[config.mk]
export PLATFORM = sky130hd
export DESIGN_NAME = square_motion_engine
export DESIGN_NICKNAME = d
export VERILOG_FILES = /design/src/rtl/square_motion_engine.sv
export SDC_FILE = /design/constraint.sdc
export NUM_CORES = 1
export LEC_CHECK = 0
export BUFFER_PORTS_ARGS = -buffer_cell sky130_fd_sc_hd__buf_2
export CAP_MARGIN = 10
export CORE_MARGIN = 2
export CORE_UTILIZATION = 59
export DETAILED_ROUTE_END_ITERATION = 6
export PLACE_DENSITY = 0.78
export SYNTH_ARGS = -nofsm -noshare
export SYNTH_HDL_FRONTEND = slang
export SYNTH_SLANG_ARGS = --single-unit
export TNS_END_PERCENT = 10
[constraint.sdc]
create_clock -name clk -period 7.5 [get_ports clk]
set_input_delay 0.75 -clock clk [delete_from_list [all_inputs] [get_ports clk]]
set_output_delay 0.75 -clock clk [all_outputs]
set_load 0.01 [all_outputs]
[src/rtl/square_motion_engine.sv]
// square_motion_engine
//   Moves four bouncing squares once per video frame. A rising edge on vsync
//   starts an update that steps objects 0..3 in consecutive cycles in private
//   working registers, then commits all positions to the outputs in a single
//   cycle so the renderer never sees a half-updated frame.
//
// Ports
//   clk        pixel clock
//   reset      asynchronous active-high reset
//   vsync      frame sync, synchronous to clk
//   enable     motion enable; low ignores frame ticks (positions freeze)
//   x_pos      4 x 10-bit left-edge X, object i in [10i+9:10i]
//   y_pos      4 x 10-bit top-edge Y, same packing
//   frame_done one-cycle pulse when new positions are committed
//   busy       high while an update (UPDATE or COMMIT) is in progress
//   overrun    one-cycle pulse when a frame tick arrives while busy
//   frame_cnt  committed-frame counter, wraps 255 -> 0
module square_motion_engine #(
    parameter int H_ACTIVE = 640,
    parameter int V_ACTIVE = 480,
    parameter int SIZE     = 80
) (
    input  logic        clk,
    input  logic        reset,
    input  logic        vsync,
    input  logic        enable,
    output logic [39:0] x_pos,
    output logic [39:0] y_pos,
    output logic        frame_done,
    output logic        busy,
    output logic        overrun,
    output logic [7:0]  frame_cnt
);

    localparam logic [10:0] MAX_X = 11'(H_ACTIVE - SIZE);
    localparam logic [10:0] MAX_Y = 11'(V_ACTIVE - SIZE);

    // Packed {obj3, obj2, obj1, obj0}
    localparam logic [3:0][9:0] RST_X  = {10'd40,  10'd100, 10'd120, 10'd0};
    localparam logic [3:0][9:0] RST_Y  = {10'd200, 10'd400, 10'd300, 10'd300};
    localparam logic [3:0]      RST_DX = 4'b1110;
    localparam logic [3:0]      RST_DY = 4'b1101;

    typedef enum logic [1:0] {IDLE, UPDATE, COMMIT} state_t;

    state_t          state;
    logic            vsync_q;
    logic [1:0]      idx;
    logic [3:0][9:0] wx;
    logic [3:0][9:0] wy;
    logic [3:0]      dx;
    logic [3:0]      dy;

    logic            tick;
    logic [9:0]      step_x;
    logic [9:0]      step_y;
    logic [10:0]     nx;    // {new_dir, new_pos}
    logic [10:0]     ny;

    // One axis of one object. The sum is formed in 11 bits so a step near
    // the top of the 10-bit range cannot wrap before the clamp comparison.
    function automatic logic [10:0] axis_step(input logic [9:0]  pos,
                                              input logic [9:0]  step,
                                              input logic [10:0] max,
                                              input logic        dir);
        logic [10:0] sum;
        sum = {1'b0, pos} + {1'b0, step};
        if (dir) begin
            if (sum >= max) axis_step = {1'b0, max[9:0]};
            else            axis_step = {1'b1, sum[9:0]};
        end else begin
            if (pos <= step) axis_step = {1'b1, 10'd0};
            else             axis_step = {1'b0, pos - step};
        end
    endfunction

    assign tick = vsync && !vsync_q;

    always_comb begin
        step_x = 10'd7 + {8'd0, idx};
        step_y = 10'd6 + {8'd0, idx};
        nx     = axis_step(wx[idx], step_x, MAX_X, dx[idx]);
        ny     = axis_step(wy[idx], step_y, MAX_Y, dy[idx]);
    end

    always_ff @(posedge clk or posedge reset) begin
        if (reset) begin
            state      <= IDLE;
            vsync_q    <= 1'b0;
            idx        <= '0;
            wx         <= RST_X;
            wy         <= RST_Y;
            dx         <= RST_DX;
            dy         <= RST_DY;
            x_pos      <= RST_X;
            y_pos      <= RST_Y;
            frame_done <= 1'b0;
            busy       <= 1'b0;
            overrun    <= 1'b0;
            frame_cnt  <= '0;
        end else begin
            vsync_q    <= vsync;
            frame_done <= 1'b0;
            overrun    <= 1'b0;
            case (state)
                IDLE: begin
                    if (tick && enable) begin
                        state <= UPDATE;
                        busy  <= 1'b1;
                        idx   <= '0;
                    end
                end
                UPDATE: begin
                    if (tick) overrun <= 1'b1;
                    wx[idx] <= nx[9:0];
                    dx[idx] <= nx[10];
                    wy[idx] <= ny[9:0];
                    dy[idx] <= ny[10];
                    idx     <= idx + 2'd1;
                    if (idx == 2'd3) state <= COMMIT;
                end
                COMMIT: begin
                    if (tick) overrun <= 1'b1;
                    x_pos      <= wx;
                    y_pos      <= wy;
                    frame_done <= 1'b1;
                    frame_cnt  <= frame_cnt + 8'd1;
                    busy       <= 1'b0;
                    state      <= IDLE;
                end
                default: begin
                    state <= IDLE;
                    busy  <= 1'b0;
                end
            endcase
        end
    end

endmodule

==> results of run 1 <==
-- worst max-delay path, cell delays in order (launching register included) --
cell,delay [ns]
sky130_fd_sc_hd__dfrtp_1,0.60
sky130_fd_sc_hd__buf_4,0.43
sky130_fd_sc_hd__inv_1,0.23
sky130_fd_sc_hd__ha_1,0.40
sky130_fd_sc_hd__inv_1,0.11
sky130_fd_sc_hd__ha_1,0.33
sky130_fd_sc_hd__a21oi_1,0.11
sky130_fd_sc_hd__o211a_1,0.27
sky130_fd_sc_hd__nor3_1,0.22
sky130_fd_sc_hd__mux2i_1,0.55
sky130_fd_sc_hd__o31ai_4,0.26
sky130_fd_sc_hd__a21oi_1,0.39
sky130_fd_sc_hd__a21oi_1,0.13
-- flip-flops by register name (all words and copies together) (netlist names) --
name        flops
y_pos          40
state           2
x_pos          40
frame_done      1
wx             40
dy              4
idx             2
dx              4
wy             40
busy            1
overrun         1
vsync_q         1
frame_cnt       8
-- routing by layer --
layer  wire, um  track usage [%]  part of all wire (%)  vias to the layer above
li1           -                -                     -                     2850
met1       9109            38.02                    47                     3148
met2       9015            38.88                    46                      211
met3       1032            4.674                   5.3                       26
met4        341            8.533                   1.7                        0
met5          0                0                     0                        -
-- cell type report --
cell class / instances / area, um2 / area share (%)
clock inverter: 13 / 216.5 / 2.107
multi-input combinational: 503 / 4128 / 40.18
sequential: 184 / 4671 / 45.46
inverter: 24 / 95.09 / 0.9256
clock buffer: 19 / 442.9 / 4.311
tap: 188 / 235.2 / 2.290
timing repair buffer: 96 / 485.5 / 4.725
-- cell families (layout without fill, tap and decap cells) --
logic type / count (synthesis) / after routing / synth area share [%]
buf+inv: 65 / 152 / 3.011
compound gates: 142 / 142 / 10.83
xor+xnor: 30 / 30 / 2.901
mux: 133 / 133 / 18.88
fa+ha+maj: 28 / 28 / 4.200
simple gates: 170 / 170 / 8.620
flops: 184 / 184 / 51.55
-- per-stage QoR --
| step | hold WS, ns | worst slack [ns] | instances |
|---|---|---|---|
| after CTS | 0.4345 | 3.287 | 1027 |
| after floorplan | 0.4452 | 1.836 | 752 |
| after global placement | 0.4572 | 3.469 | 995 |
| after detailed placement | 0.4706 | 3.341 | 995 |
| after global routing | 0.4441 | 2.969 | 1027 |
| final | 0.4485 | 3.288 | 1027 |
-- layout by cell type, fill, tap and decap left out, types with 4 or more instances in the layout --
master	n
sky130_fd_sc_hd__nor3_1	7
sky130_fd_sc_hd__xnor2_1	16
sky130_fd_sc_hd__nand2b_1	8
sky130_fd_sc_hd__o31ai_1	13
sky130_fd_sc_hd__nand4_1	5
sky130_fd_sc_hd__fa_1	4
sky130_fd_sc_hd__a31oi_1	21
sky130_fd_sc_hd__dfstp_2	52
sky130_fd_sc_hd__and2_1	7
sky130_fd_sc_hd__mux4_2	20
sky130_fd_sc_hd__buf_2	94
sky130_fd_sc_hd__o21ai_1	5
sky130_fd_sc_hd__inv_6	4
sky130_fd_sc_hd__mux2_2	103
sky130_fd_sc_hd__o21bai_1	4
sky130_fd_sc_hd__clkbuf_16	17
sky130_fd_sc_hd__dfrtp_1	131
sky130_fd_sc_hd__nand3_1	7
sky130_fd_sc_hd__nand2_1	61
sky130_fd_sc_hd__xor2_1	14
sky130_fd_sc_hd__o21ai_0	24
sky130_fd_sc_hd__ha_1	23
sky130_fd_sc_hd__bufinv_16	5
sky130_fd_sc_hd__inv_1	23
sky130_fd_sc_hd__a21oi_1	34
sky130_fd_sc_hd__a22o_1	4
sky130_fd_sc_hd__mux2i_1	10
sky130_fd_sc_hd__o211ai_1	4
sky130_fd_sc_hd__nor2_1	55
-- worst max path at each step --
stage,startpoint,end,slack (ns),cells after the start
2_1_floorplan,reset,busy$_DFFE_PP0P_,1.84,1
3_3_place_gp,idx[0]$_DFFE_PP0P_,wx[34]$_DFFE_PP0P_,3.47,10
3_5_place_dp,idx[0]$_DFFE_PP0P_,wx[1]$_DFFE_PP0P_,3.34,11
4_1_cts,idx[0]$_DFFE_PP0P_,wx[31]$_DFFE_PP0P_,3.29,11
5_1_grt,idx[0]$_DFFE_PP0P_,wx[1]$_DFFE_PP0P_,2.97,10
6_report,idx[1]$_DFFE_PP0P_,wx[1]$_DFFE_PP0P_,3.29,12
==> flow_results.xml, run 1 <==
<?xml version="1.0" encoding="UTF-8"?>
<metrics>
  <group name="yosys">
    <metric name="ys_seq_elements" unit="">184</metric>
    <metric name="ys_seq_area_share" unit="%">51.55</metric>
    <metric name="postSynthNetCount" unit="">784</metric>
    <metric name="synthesis.yosys.warnings" unit="">0</metric>
    <metric name="synth_largest_type_area_fraction" unit="%">36.47</metric>
    <metric name="synth_area_per_cell" unit="um2">12.04</metric>
    <metric name="netlist_instances" unit="">752</metric>
    <metric name="postSynth.topFlopCell" unit="">sky130_fd_sc_hd__dfrtp_1</metric>
    <metric name="synth.distinct_cells" unit="">68</metric>
    <metric name="yosys.area.top_type" unit="">sky130_fd_sc_hd__dfrtp_1</metric>
    <metric name="synth.cells.most_frequent" unit="">sky130_fd_sc_hd__dfrtp_1, sky130_fd_sc_hd__mux2_2, sky130_fd_sc_hd__nand2_1, sky130_fd_sc_hd__nor2_1, sky130_fd_sc_hd__dfstp_2</metric>
    <metric name="asyncSetResetFlopFracSynth" unit="%">100.0</metric>
    <metric name="synth.area.top_cells" unit="">sky130_fd_sc_hd__dfrtp_1, sky130_fd_sc_hd__dfstp_2, sky130_fd_sc_hd__mux2_2</metric>
    <metric name="post-synth-top-count-cell" unit="">sky130_fd_sc_hd__dfrtp_1</metric>
    <metric name="synth-edff-count" unit="">0</metric>
    <metric name="syn-cell-area" unit="um2">9057</metric>
  </group>
  <group name="critical_path">
    <metric name="setup.worst_path.end_class" unit="">flip-flop</metric>
    <metric name="cp_data_required_time" unit="ns">7.77</metric>
    <metric name="timing.critical_path.fanout_max" unit="">24</metric>
    <metric name="count_of_cells_along_the_worst_register_to_register_path" unit="">12</metric>
    <metric name="timing.rr.start" unit="">idx[1]$_DFFE_PP0P_</metric>
    <metric name="critPathArrivalTime" unit="ns">4.49</metric>
    <metric name="ff2ff_setup_slack" unit="ns">3.29</metric>
    <metric name="end_of_the_worst_register_to_register_path" unit="">wx[1]$_DFFE_PP0P_</metric>
    <metric name="timing.setup.critical_path_class" unit="">flip-flop to flip-flop</metric>
    <metric name="crit_path_start_kind" unit="">flip-flop</metric>
  </group>
  <group name="clock_tree">
    <metric name="h_tree_lvls" unit="">4</metric>
    <metric name="hold_buffers" unit="">0</metric>
    <metric name="cts.sink_count" unit="">184</metric>
    <metric name="cts_root_buf" unit="">sky130_fd_sc_hd__clkbuf_16</metric>
    <metric name="tritoncts.num_buffers" unit="">17</metric>
    <metric name="cts_repair_resize_count" unit="">0</metric>
    <metric name="cts_tree" unit="">built</metric>
    <metric name="clkTransAtPathRegs" unit="ns">0.07</metric>
    <metric name="clk_latency" unit="ns">0.44</metric>
    <metric name="clock_path_buffers" unit="">2</metric>
    <metric name="setup_buffers_after_cts" unit="">0</metric>
  </group>
  <group name="worst_hold_path">
    <metric name="min_delay_startpoint" unit="">vsync</metric>
    <metric name="min-delay-path-class" unit="">primary input to flip-flop</metric>
    <metric name="hold-path-endpoint" unit="">vsync_q$_DFF_PP0_</metric>
    <metric name="hold_depth" unit="">1</metric>
  </group>
  <group name="route">
    <metric name="route.antenna.remaining_nets" unit="">0</metric>
    <metric name="via_count_normalized_by_instance_count" unit="">6.071</metric>
    <metric name="drt-total-wl" unit="um">19500</metric>
    <metric name="vias" unit="">6235</metric>
    <metric name="drtIter0Drc" unit="">492</metric>
    <metric name="detailedRoute.firstPassIterationCount" unit="">5</metric>
    <metric name="detail_route.wl_per_cell" unit="um">18.99</metric>
    <metric name="number_of_design_rule_violations_left_after_detail_routing" unit="">0</metric>
  </group>
  <group name="sta">
    <metric name="relative_max_transition_margin" unit="%">24.31</metric>
    <metric name="final_hold_viol_count" unit="">0</metric>
    <metric name="rsz0062_at_grt" unit="">no</metric>
    <metric name="worst_pin_slew" unit="ns">1.135</metric>
    <metric name="setup_violations" unit="">0</metric>
    <metric name="fmax" unit="GHz">0.2374</metric>
    <metric name="report.final.slew_viol_count" unit="">0</metric>
    <metric name="period_minus_slack" unit="ns">4.212</metric>
    <metric name="layout_worst_path_cycle_share" unit="%">56.15</metric>
    <metric name="skew" unit="ns">0.01151</metric>
    <metric name="totalNegativeSetupSlack" unit="ns">0</metric>
  </group>
  <group name="cells_and_area">
    <metric name="nets" unit="">858</metric>
    <metric name="fill_cells" unit="">1090</metric>
    <metric name="antenna_cells_inserted" unit="">0</metric>
    <metric name="areaGrowthSynthToFinish" unit="%">13.43</metric>
    <metric name="finish.utilization" unit="%">68.08</metric>
    <metric name="final_area" unit="um2">10270</metric>
    <metric name="post_route_cells_drive_above_1_share" unit="%">38.97</metric>
  </group>
  <group name="grt">
    <metric name="global_route_wire_length_before_repair" unit="um">32960</metric>
    <metric name="largest_net_degree_at_the_start_of_global_routing" unit="">122</metric>
    <metric name="grt.total_usage" unit="%">25.69</metric>
    <metric name="first_global_vias" unit="">6367</metric>
    <metric name="globalRouteOverflowTotal" unit="">0</metric>
    <metric name="antenna_found_initial" unit="">0</metric>
  </group>
  <group name="floorplanning">
    <metric name="ios" unit="">95</metric>
    <metric name="die_y" unit="um">127.9</metric>
    <metric name="fp.dieArea" unit="um2">16360</metric>
    <metric name="count_of_standard_cell_rows" unit="">45</metric>
    <metric name="die_width" unit="um">127.9</metric>
    <metric name="initial_utilization" unit="%">60.02</metric>
    <metric name="core" unit="um2">15090</metric>
  </group>
  <group name="placement">
    <metric name="gp_congestion" unit="">0.9112</metric>
    <metric name="placed_standard_cell_area" unit="um2">9614</metric>
    <metric name="dpl_wire_length" unit="um">13170</metric>
    <metric name="place.port_buffers" unit="">94</metric>
  </group>
  <group name="job">
    <metric name="max_cap_viol_count" unit="">0</metric>
  </group>
  <group name="outcome">
    <metric name="outcome" unit="">complete, no violations</metric>
  </group>
</metrics>
Power of run 1 is left out: the tool's default activity adds up to more than one toggle a clock period on the data nets, which glitch-free logic cannot reach.
==> run 2: changes to the inputs <==
- clock period: 7.5 -> 4.1 ns (I/O delays scaled with it)
==> run 2 against run 1 <==
Against the previous run: die area did not move; first-iteration DRC count fell by 3.9%; final cell count rose by 0.58%; utilization rose by 0.17 points; wire length rose by 4.0%; count of clock-buffer cells in the layout rose by 1; via count rose by 1.3%; clock skew rose by 0.0025 ns; cell area rose by 0.26%; fmax rose by 12%; critical path type unchanged.
==> flow_results.xml, run 2 (synthesized netlist as in run 1, its figures left out) <==
<?xml version="1.0" encoding="UTF-8"?>
<metrics>
  <group name="grt">
    <metric name="globalRouteOverflowTotal" unit="">0</metric>
    <metric name="largest_net_degree_at_the_start_of_global_routing" unit="">185</metric>
    <metric name="antenna_found_initial" unit="">0</metric>
    <metric name="global_route_wire_length_before_repair" unit="um">33350</metric>
    <metric name="grt.total_usage" unit="%">26.25</metric>
    <metric name="first_global_vias" unit="">6308</metric>
  </group>
  <group name="critical_path">
    <metric name="timing.setup.critical_path_class" unit="">flip-flop to flip-flop</metric>
    <metric name="timing.critical_path.fanout_max" unit="">16</metric>
    <metric name="crit_slowest_cell" unit="">sky130_fd_sc_hd__dfrtp_2</metric>
    <metric name="cp_data_required_time" unit="ns">4.46</metric>
    <metric name="critPathArrivalTime" unit="ns">4.11</metric>
    <metric name="ordered_cell_list_for_the_critical_path" unit="">buf_4 &gt; mux4_2 &gt; ha_1 &gt; a21o_1 &gt; a311oi_2 &gt; or4_1 &gt; a21boi_1 &gt; o2bb2ai_2 &gt; nand3_1 &gt; a31oi_1</metric>
    <metric name="cp.buffers_inverters" unit="">1</metric>
    <metric name="cell_family_with_the_largest_share_of_critical_path_delay" unit="">compound AO/OA/AOI/OAI gates</metric>
    <metric name="crit_path_start_kind" unit="">flip-flop</metric>
    <metric name="setup.worst_path.end_class" unit="">flip-flop</metric>
    <metric name="timing.critical_path.slowest_cell_delay" unit="ns">0.65</metric>
  </group>
  <group name="clock_tree">
    <metric name="clock_path_buffers" unit="">2</metric>
    <metric name="h_tree_lvls" unit="">4</metric>
    <metric name="cts_tree" unit="">built</metric>
    <metric name="cts.sink_count" unit="">184</metric>
    <metric name="setup_buffers_after_cts" unit="">0</metric>
    <metric name="cts_root_buf" unit="">sky130_fd_sc_hd__clkbuf_16</metric>
    <metric name="clkTransAtPathRegs" unit="ns">0.07</metric>
    <metric name="clk_latency" unit="ns">0.44</metric>
    <metric name="tritoncts.num_buffers" unit="">17</metric>
    <metric name="hold_buffers" unit="">0</metric>
  </group>
  <group name="cells_and_area">
    <metric name="nets" unit="">864</metric>
    <metric name="antenna_cells_inserted" unit="">0</metric>
    <metric name="post_route_cells_drive_above_1_share" unit="%">39.64</metric>
    <metric name="finish.utilization" unit="%">68.26</metric>
    <metric name="most-common-layout-cells" unit="">sky130_fd_sc_hd__dfrtp_1, sky130_fd_sc_hd__mux2_2, sky130_fd_sc_hd__buf_2</metric>
    <metric name="layout.cells.most_common" unit="">sky130_fd_sc_hd__dfrtp_1</metric>
    <metric name="fill_cells" unit="">1121</metric>
    <metric name="areaGrowthSynthToFinish" unit="%">13.72</metric>
  </group>
  <group name="worst_hold_path">
    <metric name="min-delay-path-class" unit="">primary input to flip-flop</metric>
  </group>
  <group name="route">
    <metric name="drt-total-wl" unit="um">20290</metric>
    <metric name="route.antenna.remaining_nets" unit="">0</metric>
    <metric name="via_count_normalized_by_instance_count" unit="">6.113</metric>
    <metric name="detailedRoute.firstPassIterationCount" unit="">5</metric>
    <metric name="drtIter0Drc" unit="">473</metric>
    <metric name="vias" unit="">6315</metric>
    <metric name="number_of_design_rule_violations_left_after_detail_routing" unit="">0</metric>
    <metric name="detail_route.wl_per_cell" unit="um">19.64</metric>
  </group>
  <group name="sta">
    <metric name="report.final.slew_viol_count" unit="">0</metric>
    <metric name="layout_worst_path_cycle_share" unit="%">91.45</metric>
    <metric name="fmax" unit="GHz">0.2667</metric>
    <metric name="totalNegativeSetupSlack" unit="ns">0</metric>
    <metric name="skew" unit="ns">0.01398</metric>
    <metric name="hold-worst-slack" unit="ns">0.1019</metric>
    <metric name="period_minus_slack" unit="ns">3.749</metric>
    <metric name="rsz0062_at_grt" unit="">no</metric>
    <metric name="worst_pin_slew" unit="ns">1.057</metric>
    <metric name="relative_max_transition_margin" unit="%">29.52</metric>
    <metric name="final_hold_viol_count" unit="">0</metric>
    <metric name="setup_violations" unit="">0</metric>
  </group>
  <group name="placement">
    <metric name="place.port_buffers" unit="">94</metric>
    <metric name="gp_congestion" unit="">0.8900</metric>
    <metric name="dpl_wire_length" unit="um">13840</metric>
  </group>
  <group name="floorplanning">
    <metric name="die_y" unit="um">127.9</metric>
    <metric name="fp.dieArea" unit="um2">16360</metric>
    <metric name="initial_utilization" unit="%">60.02</metric>
    <metric name="core" unit="um2">15090</metric>
    <metric name="die_width" unit="um">127.9</metric>
    <metric name="ios" unit="">95</metric>
    <metric name="count_of_standard_cell_rows" unit="">45</metric>
  </group>
  <group name="job">
    <metric name="max_cap_viol_count" unit="">0</metric>
  </group>
  <group name="outcome">
    <metric name="outcome" unit="">complete, no violations</metric>
  </group>
</metrics>
[run 2: timing repair]
item | in CTS | in global routing
endpoints found under the hold margin | 0 | 0
setup endpoints to repair | 0 | 28
gates resized for setup | 0 | 2
[run 2: through the flow]
| step | cell area (um2) | setup slack, ns | cells |
|---|---|---|---|
| 4_1_cts | 10290 | 0.2718 | 1033 |
| 6_report | 10300 | 0.3506 | 1033 |
| 2_1_floorplan | 9061 | 0.08204 | 752 |
| 5_1_grt | 10300 | 0.02658 | 1033 |
| 3_5_place_dp | 9671 | 0.2996 | 1001 |
| 3_3_place_gp | 9671 | 0.3920 | 1001 |
[run 2: path summary, 6_finish.rpt]
check | slack [ns] | start | depth (start not counted) | endpoint
worst max-delay path | 0.35 | idx[0]$_DFFE_PP0P_ | 10 | wy[3]$_DFFE_PP1P_
worst min-delay path | 0.10 | vsync | 1 | vsync_q$_DFF_PP0_
worst max register to register | 0.35 | idx[0]$_DFFE_PP0P_ | 10 | wy[3]$_DFFE_PP1P_
worst min register to register | 0.49 | wx[22]$_DFFE_PP1P_ | 2 | wx[22]$_DFFE_PP1P_
max in group asynchronous | 3.12 | reset | 3 | idx[0]$_DFFE_PP0P_
min in group asynchronous | 0.25 | reset | 3 | y_pos[14]$_DFFE_PP0P_
[run 2: per-layer routing]
| metal | track usage, % | up-vias | wire length [um] |
|---|---|---|---|
| li1 | - | 2850 | - |
| met1 | 38.56 | 3188 | 9374 |
| met2 | 40.04 | 248 | 9389 |
| met3 | 4.674 | 29 | 1158 |
| met4 | 8.856 | 0 | 364 |
| met5 | 0 | - | 0 |
[run 2: final cells by class]
class	instances	area [um2]	share of cell area, %
clock buffers	20	456.7	4.434
clock inverters	12	162.7	1.579
inverters	24	93.84	0.9111
multi-input cells	503	4138	40.17
flip-flops and latches	184	4671	45.35
well taps	188	235.2	2.284
repair buffers	102	543.0	5.272
[run 2: worst reg2reg max path, stage by stage, from the launching register on]
cell and delay, ns:
sky130_fd_sc_hd__dfrtp_2 0.65, sky130_fd_sc_hd__buf_4 0.29, sky130_fd_sc_hd__mux4_2 0.55, sky130_fd_sc_hd__ha_1 0.32, sky130_fd_sc_hd__a21o_1 0.23, sky130_fd_sc_hd__a311oi_2 0.38
sky130_fd_sc_hd__or4_1 0.17, sky130_fd_sc_hd__a21boi_1 0.07, sky130_fd_sc_hd__o2bb2ai_2 0.40, sky130_fd_sc_hd__nand3_1 0.33, sky130_fd_sc_hd__a31oi_1 0.29
Power of run 2 is left out for the same reason.
==> run 3: changes to the inputs <==
- ABC_AREA: default -> 1
- CORE_MARGIN: 2 -> default
- clock period: 4.1 -> 4 ns (I/O delays scaled with it)
==> run 3 against run 2 <==
Against the previous run: count of clock-buffer cells in the layout shrank 2; global-route usage grew 5.1 points; utilization grew 1.2 points; register-to-register slack gained 0.07 ns; die area grew 0.74%; synthesized cell count grew 62%; final cell count grew 46%; cell area grew 3.7%; via count grew 30%; sequential share of layout area shrank 1.6 points; wire length grew 18%.
==> flow_results.xml, run 3 <==
<?xml version="1.0" encoding="UTF-8"?>
<metrics>
  <group name="critical_path">
    <metric name="cpMostUsedCell" unit="">sky130_fd_sc_hd__nand2_1</metric>
    <metric name="crit_path_start_kind" unit="">flip-flop</metric>
    <metric name="cell_family_with_the_largest_share_of_critical_path_delay" unit="">simple AND/OR/NAND/NOR gates</metric>
    <metric name="timing.critical_path.slowest_cell_delay" unit="ns">0.54</metric>
    <metric name="timing.critical_path.from" unit="">idx[0]$_DFFE_PP0P_</metric>
    <metric name="timing.setup.critical_path_class" unit="">flip-flop to flip-flop</metric>
    <metric name="timing.critical_path.fanout_max" unit="">36</metric>
    <metric name="critPathArrivalTime" unit="ns">3.97</metric>
    <metric name="setup.worst_path.end_class" unit="">flip-flop</metric>
    <metric name="ordered_cell_list_for_the_critical_path" unit="">inv_2 &gt; nand2_1 &gt; a32oi_1 &gt; inv_1 &gt; fa_1 &gt; nor2_1 &gt; nor2_1 &gt; nor2_2 &gt; nand2_1 &gt; inv_2 &gt; nand2_1 &gt; nand2_1 &gt; nand4_1 &gt; nand2_2 &gt; nand3_1 &gt; nand2_1 &gt; nand2_1 &gt; nand2_1</metric>
    <metric name="cp_data_required_time" unit="ns">4.38</metric>
    <metric name="cp.buffers_inverters" unit="">3</metric>
    <metric name="crit_slowest_cell" unit="">sky130_fd_sc_hd__inv_2</metric>
    <metric name="timing.rr.start" unit="">idx[0]$_DFFE_PP0P_</metric>
  </group>
  <group name="clock_tree">
    <metric name="clkTransAtPathRegs" unit="ns">0.07</metric>
    <metric name="cts_root_buf" unit="">sky130_fd_sc_hd__clkbuf_16</metric>
    <metric name="cts.sink_count" unit="">184</metric>
    <metric name="setup_buffers_after_cts" unit="">0</metric>
    <metric name="clk_latency" unit="ns">0.44</metric>
    <metric name="clock_path_buffers" unit="">2</metric>
    <metric name="h_tree_lvls" unit="">4</metric>
    <metric name="hold_buffers" unit="">0</metric>
    <metric name="cts_repair_resize_count" unit="">0</metric>
    <metric name="tritoncts.num_buffers" unit="">17</metric>
    <metric name="cts_tree" unit="">built</metric>
  </group>
  <group name="yosys">
    <metric name="synthesis.yosys.warnings" unit="">0</metric>
    <metric name="yosys.area.top_type" unit="">sky130_fd_sc_hd__dfrtp_1</metric>
    <metric name="syn-cell-area" unit="um2">9423</metric>
    <metric name="synth.area.top_cells" unit="">sky130_fd_sc_hd__dfrtp_1, sky130_fd_sc_hd__nand2_1, sky130_fd_sc_hd__dfstp_2</metric>
    <metric name="synth.cells.most_frequent" unit="">sky130_fd_sc_hd__nand2_1, sky130_fd_sc_hd__dfrtp_1, sky130_fd_sc_hd__inv_1, sky130_fd_sc_hd__nand3_1, sky130_fd_sc_hd__dfstp_2</metric>
    <metric name="ys_seq_elements" unit="">184</metric>
    <metric name="synth.distinct_cells" unit="">47</metric>
    <metric name="post-synth-top-count-cell" unit="">sky130_fd_sc_hd__nand2_1</metric>
    <metric name="postSynthNetCount" unit="">1247</metric>
    <metric name="synth_area_per_cell" unit="um2">7.755</metric>
    <metric name="synth-edff-count" unit="">0</metric>
    <metric name="netlist_instances" unit="">1215</metric>
    <metric name="postSynth.topFlopCell" unit="">sky130_fd_sc_hd__dfrtp_1</metric>
    <metric name="synth_largest_type_area_fraction" unit="%">35.06</metric>
    <metric name="asyncSetResetFlopFracSynth" unit="%">100.0</metric>
    <metric name="ys_seq_area_share" unit="%">49.56</metric>
  </group>
  <group name="floorplanning">
    <metric name="fp.dieArea" unit="um2">16480</metric>
    <metric name="initial_utilization" unit="%">61.30</metric>
    <metric name="count_of_standard_cell_rows" unit="">45</metric>
    <metric name="ios" unit="">95</metric>
    <metric name="die_y" unit="um">128.4</metric>
    <metric name="core" unit="um2">15370</metric>
    <metric name="die_width" unit="um">128.4</metric>
  </group>
  <group name="power">
    <metric name="total_power_per_unit_cell_area" unit="nW/um2">966.5</metric>
    <metric name="total_switching_power" unit="mW">4.955</metric>
    <metric name="power.share.sequential" unit="%">31.0</metric>
    <metric name="internal_power" unit="mW">5.364</metric>
    <metric name="switching_share" unit="%">48.02</metric>
    <metric name="power.ir.vdd_worst" unit="mV">0.6270</metric>
    <metric name="finalPower" unit="mW">10.32</metric>
    <metric name="power_frac_comb" unit="%">52.0</metric>
    <metric name="power.clock.fraction" unit="%">17.0</metric>
    <metric name="p_leak" unit="nW">5.938</metric>
  </group>
  <group name="outcome">
    <metric name="outcome" unit="">complete, no violations</metric>
  </group>
  <group name="cells_and_area">
    <metric name="finish.utilization" unit="%">69.47</metric>
    <metric name="nets" unit="">1321</metric>
    <metric name="layout.cells.most_common" unit="">sky130_fd_sc_hd__nand2_1</metric>
    <metric name="final_area" unit="um2">10680</metric>
    <metric name="areaGrowthSynthToFinish" unit="%">13.32</metric>
    <metric name="most-common-layout-cells" unit="">sky130_fd_sc_hd__nand2_1, sky130_fd_sc_hd__dfrtp_1, sky130_fd_sc_hd__buf_2</metric>
    <metric name="antenna_cells_inserted" unit="">0</metric>
    <metric name="post_route_cells_drive_above_1_share" unit="%">18.74</metric>
    <metric name="fill_cells" unit="">1266</metric>
    <metric name="stdcell_count" unit="">1513</metric>
  </group>
  <group name="route">
    <metric name="detail_route.wl_per_cell" unit="um">15.89</metric>
    <metric name="drt-total-wl" unit="um">24040</metric>
    <metric name="vias" unit="">8204</metric>
    <metric name="route.antenna.remaining_nets" unit="">0</metric>
    <metric name="drtIter0Drc" unit="">666</metric>
    <metric name="detailedRoute.firstPassIterationCount" unit="">5</metric>
    <metric name="via_count_normalized_by_instance_count" unit="">5.422</metric>
    <metric name="number_of_design_rule_violations_left_after_detail_routing" unit="">0</metric>
  </group>
  <group name="sta">
    <metric name="layout_worst_path_cycle_share" unit="%">89.51</metric>
    <metric name="rsz0062_at_grt" unit="">no</metric>
    <metric name="period_minus_slack" unit="ns">3.581</metric>
    <metric name="fmax" unit="GHz">0.2793</metric>
    <metric name="skew" unit="ns">0.009303</metric>
    <metric name="report.final.slew_viol_count" unit="">0</metric>
    <metric name="final.setup.worst_slack" unit="ns">0.4194</metric>
    <metric name="final_hold_viol_count" unit="">0</metric>
    <metric name="worst_pin_slew" unit="ns">1.013</metric>
    <metric name="hold-worst-slack" unit="ns">0.07166</metric>
    <metric name="relative_max_transition_margin" unit="%">32.35</metric>
    <metric name="totalNegativeSetupSlack" unit="ns">0</metric>
    <metric name="setup_violations" unit="">0</metric>
  </group>
  <group name="placement">
    <metric name="dpl_worst_slack" unit="ns">0.5128</metric>
    <metric name="placed_standard_cell_area" unit="um2">10060</metric>
    <metric name="dpl_wire_length" unit="um">16150</metric>
    <metric name="gp_congestion" unit="">0.9261</metric>
    <metric name="number_of_instances_in_the_placed_design" unit="">1481</metric>
    <metric name="place.port_buffers" unit="">94</metric>
  </group>
  <group name="grt">
    <metric name="largest_net_degree_at_the_start_of_global_routing" unit="">84</metric>
    <metric name="first_global_vias" unit="">7699</metric>
    <metric name="globalRouteOverflowTotal" unit="">0</metric>
    <metric name="antenna_found_initial" unit="">0</metric>
    <metric name="global_route_wire_length_before_repair" unit="um">39210</metric>
    <metric name="grt.total_usage" unit="%">31.35</metric>
  </group>
  <group name="job">
    <metric name="max_cap_viol_count" unit="">0</metric>
  </group>
  <group name="worst_hold_path">
    <metric name="min-delay-path-class" unit="">primary input to flip-flop</metric>
    <metric name="min_delay_startpoint" unit="">vsync</metric>
  </group>
</metrics>
==> run 3: changes by cell type in the layout (fill, tap and decap cells not counted), sizes merged, moves of 20 or more <==
cell | before | now
inv | 27 | 95
nand3 | 7 | 80
a21oi | 37 | 16
mux2 | 103 | 0
nand2 | 61 | 609
mux4 | 20 | 0
a31oi | 22 | 1
==> run 3: logic make-up after synthesis <==
group	after synthesis	synth area share (%)
AND/OR/NAND/NOR	763	33.59
flip-flops	184	49.56
buffers and inverters	143	6.161
AO/OA/AOI/OAI	80	4.926
adder cells (fa/ha/maj)	28	4.037
XOR/XNOR	16	1.487
multiplexers	1	0.2390
==> run 3: area by class of cell <==
class                   instances  area, um2  share of cell area [%]
multi-input cells             888       4175                   39.10
clock buffers                  18      439.2                   4.113
well taps                     211      264.0                   2.472
clock inverters                14      182.7                   1.711
repair buffers                106      598.1                   5.601
flip-flops and latches        184       4669                   43.73
inverters                      92      349.1                   3.269
==> run 3: worst register-to-register path, stage by stage, from the launching register on <==
cell,delay [ns]
sky130_fd_sc_hd__dfrtp_1,0.42
sky130_fd_sc_hd__inv_2,0.54
sky130_fd_sc_hd__nand2_1,0.15
sky130_fd_sc_hd__a32oi_1,0.33
sky130_fd_sc_hd__inv_1,0.16
sky130_fd_sc_hd__fa_1,0.49
sky130_fd_sc_hd__nor2_1,0.14
sky130_fd_sc_hd__nor2_1,0.09
sky130_fd_sc_hd__nor2_2,0.14
sky130_fd_sc_hd__nand2_1,0.09
sky130_fd_sc_hd__inv_2,0.07
sky130_fd_sc_hd__nand2_1,0.05
sky130_fd_sc_hd__nand2_1,0.08
sky130_fd_sc_hd__nand4_1,0.12
sky130_fd_sc_hd__nand2_2,0.18
sky130_fd_sc_hd__nand3_1,0.09
sky130_fd_sc_hd__nand2_1,0.20
sky130_fd_sc_hd__nand2_1,0.10
sky130_fd_sc_hd__nand2_1,0.09
==> run 3: routing by layer <==
metal / track usage, % / part of all wire [%]
met1: 44.49 / 43
met2: 45.60 / 44
met3: 9.522 / 10
met4: 11.56 / 3.0
met5: 0 / 0
==> run 3: final timing paths <==
kind | endpoint | slack (ns) | depth (start not counted)
worst max-delay path | wx[37]$_DFFE_PP0P_ | 0.42 | 18
worst min-delay path | vsync_q$_DFF_PP0_ | 0.07 | 1
worst max register to register | wx[37]$_DFFE_PP0P_ | 0.42 | 18
worst min register to register | overrun$_DFF_PP0_ | 0.43 | 1
max in group asynchronous | wy[18]$_DFFE_PP1P_ | 2.85 | 3
min in group asynchronous | frame_cnt[0]$_DFFE_PP0P_ | 0.18 | 2
==> run 3: power groups by stage <==
| stage | Clock (mW) | Combinational [mW] | Sequential (mW) |
|---|---|---|---|
| 3_5_place_dp | 0 | 5.25 | 3.20 |
| 6_report | 1.75 | 5.36 | 3.20 |
| 4_1_cts | 1.76 | 5.30 | 3.18 |
| 2_1_floorplan | 0 | 3.77 | 3.19 |
| 3_3_place_gp | 0 | 5.16 | 3.19 |
| 5_1_grt | 1.84 | 6.04 | 3.26 |
Note: power is estimated with default switching activity, not from simulation.
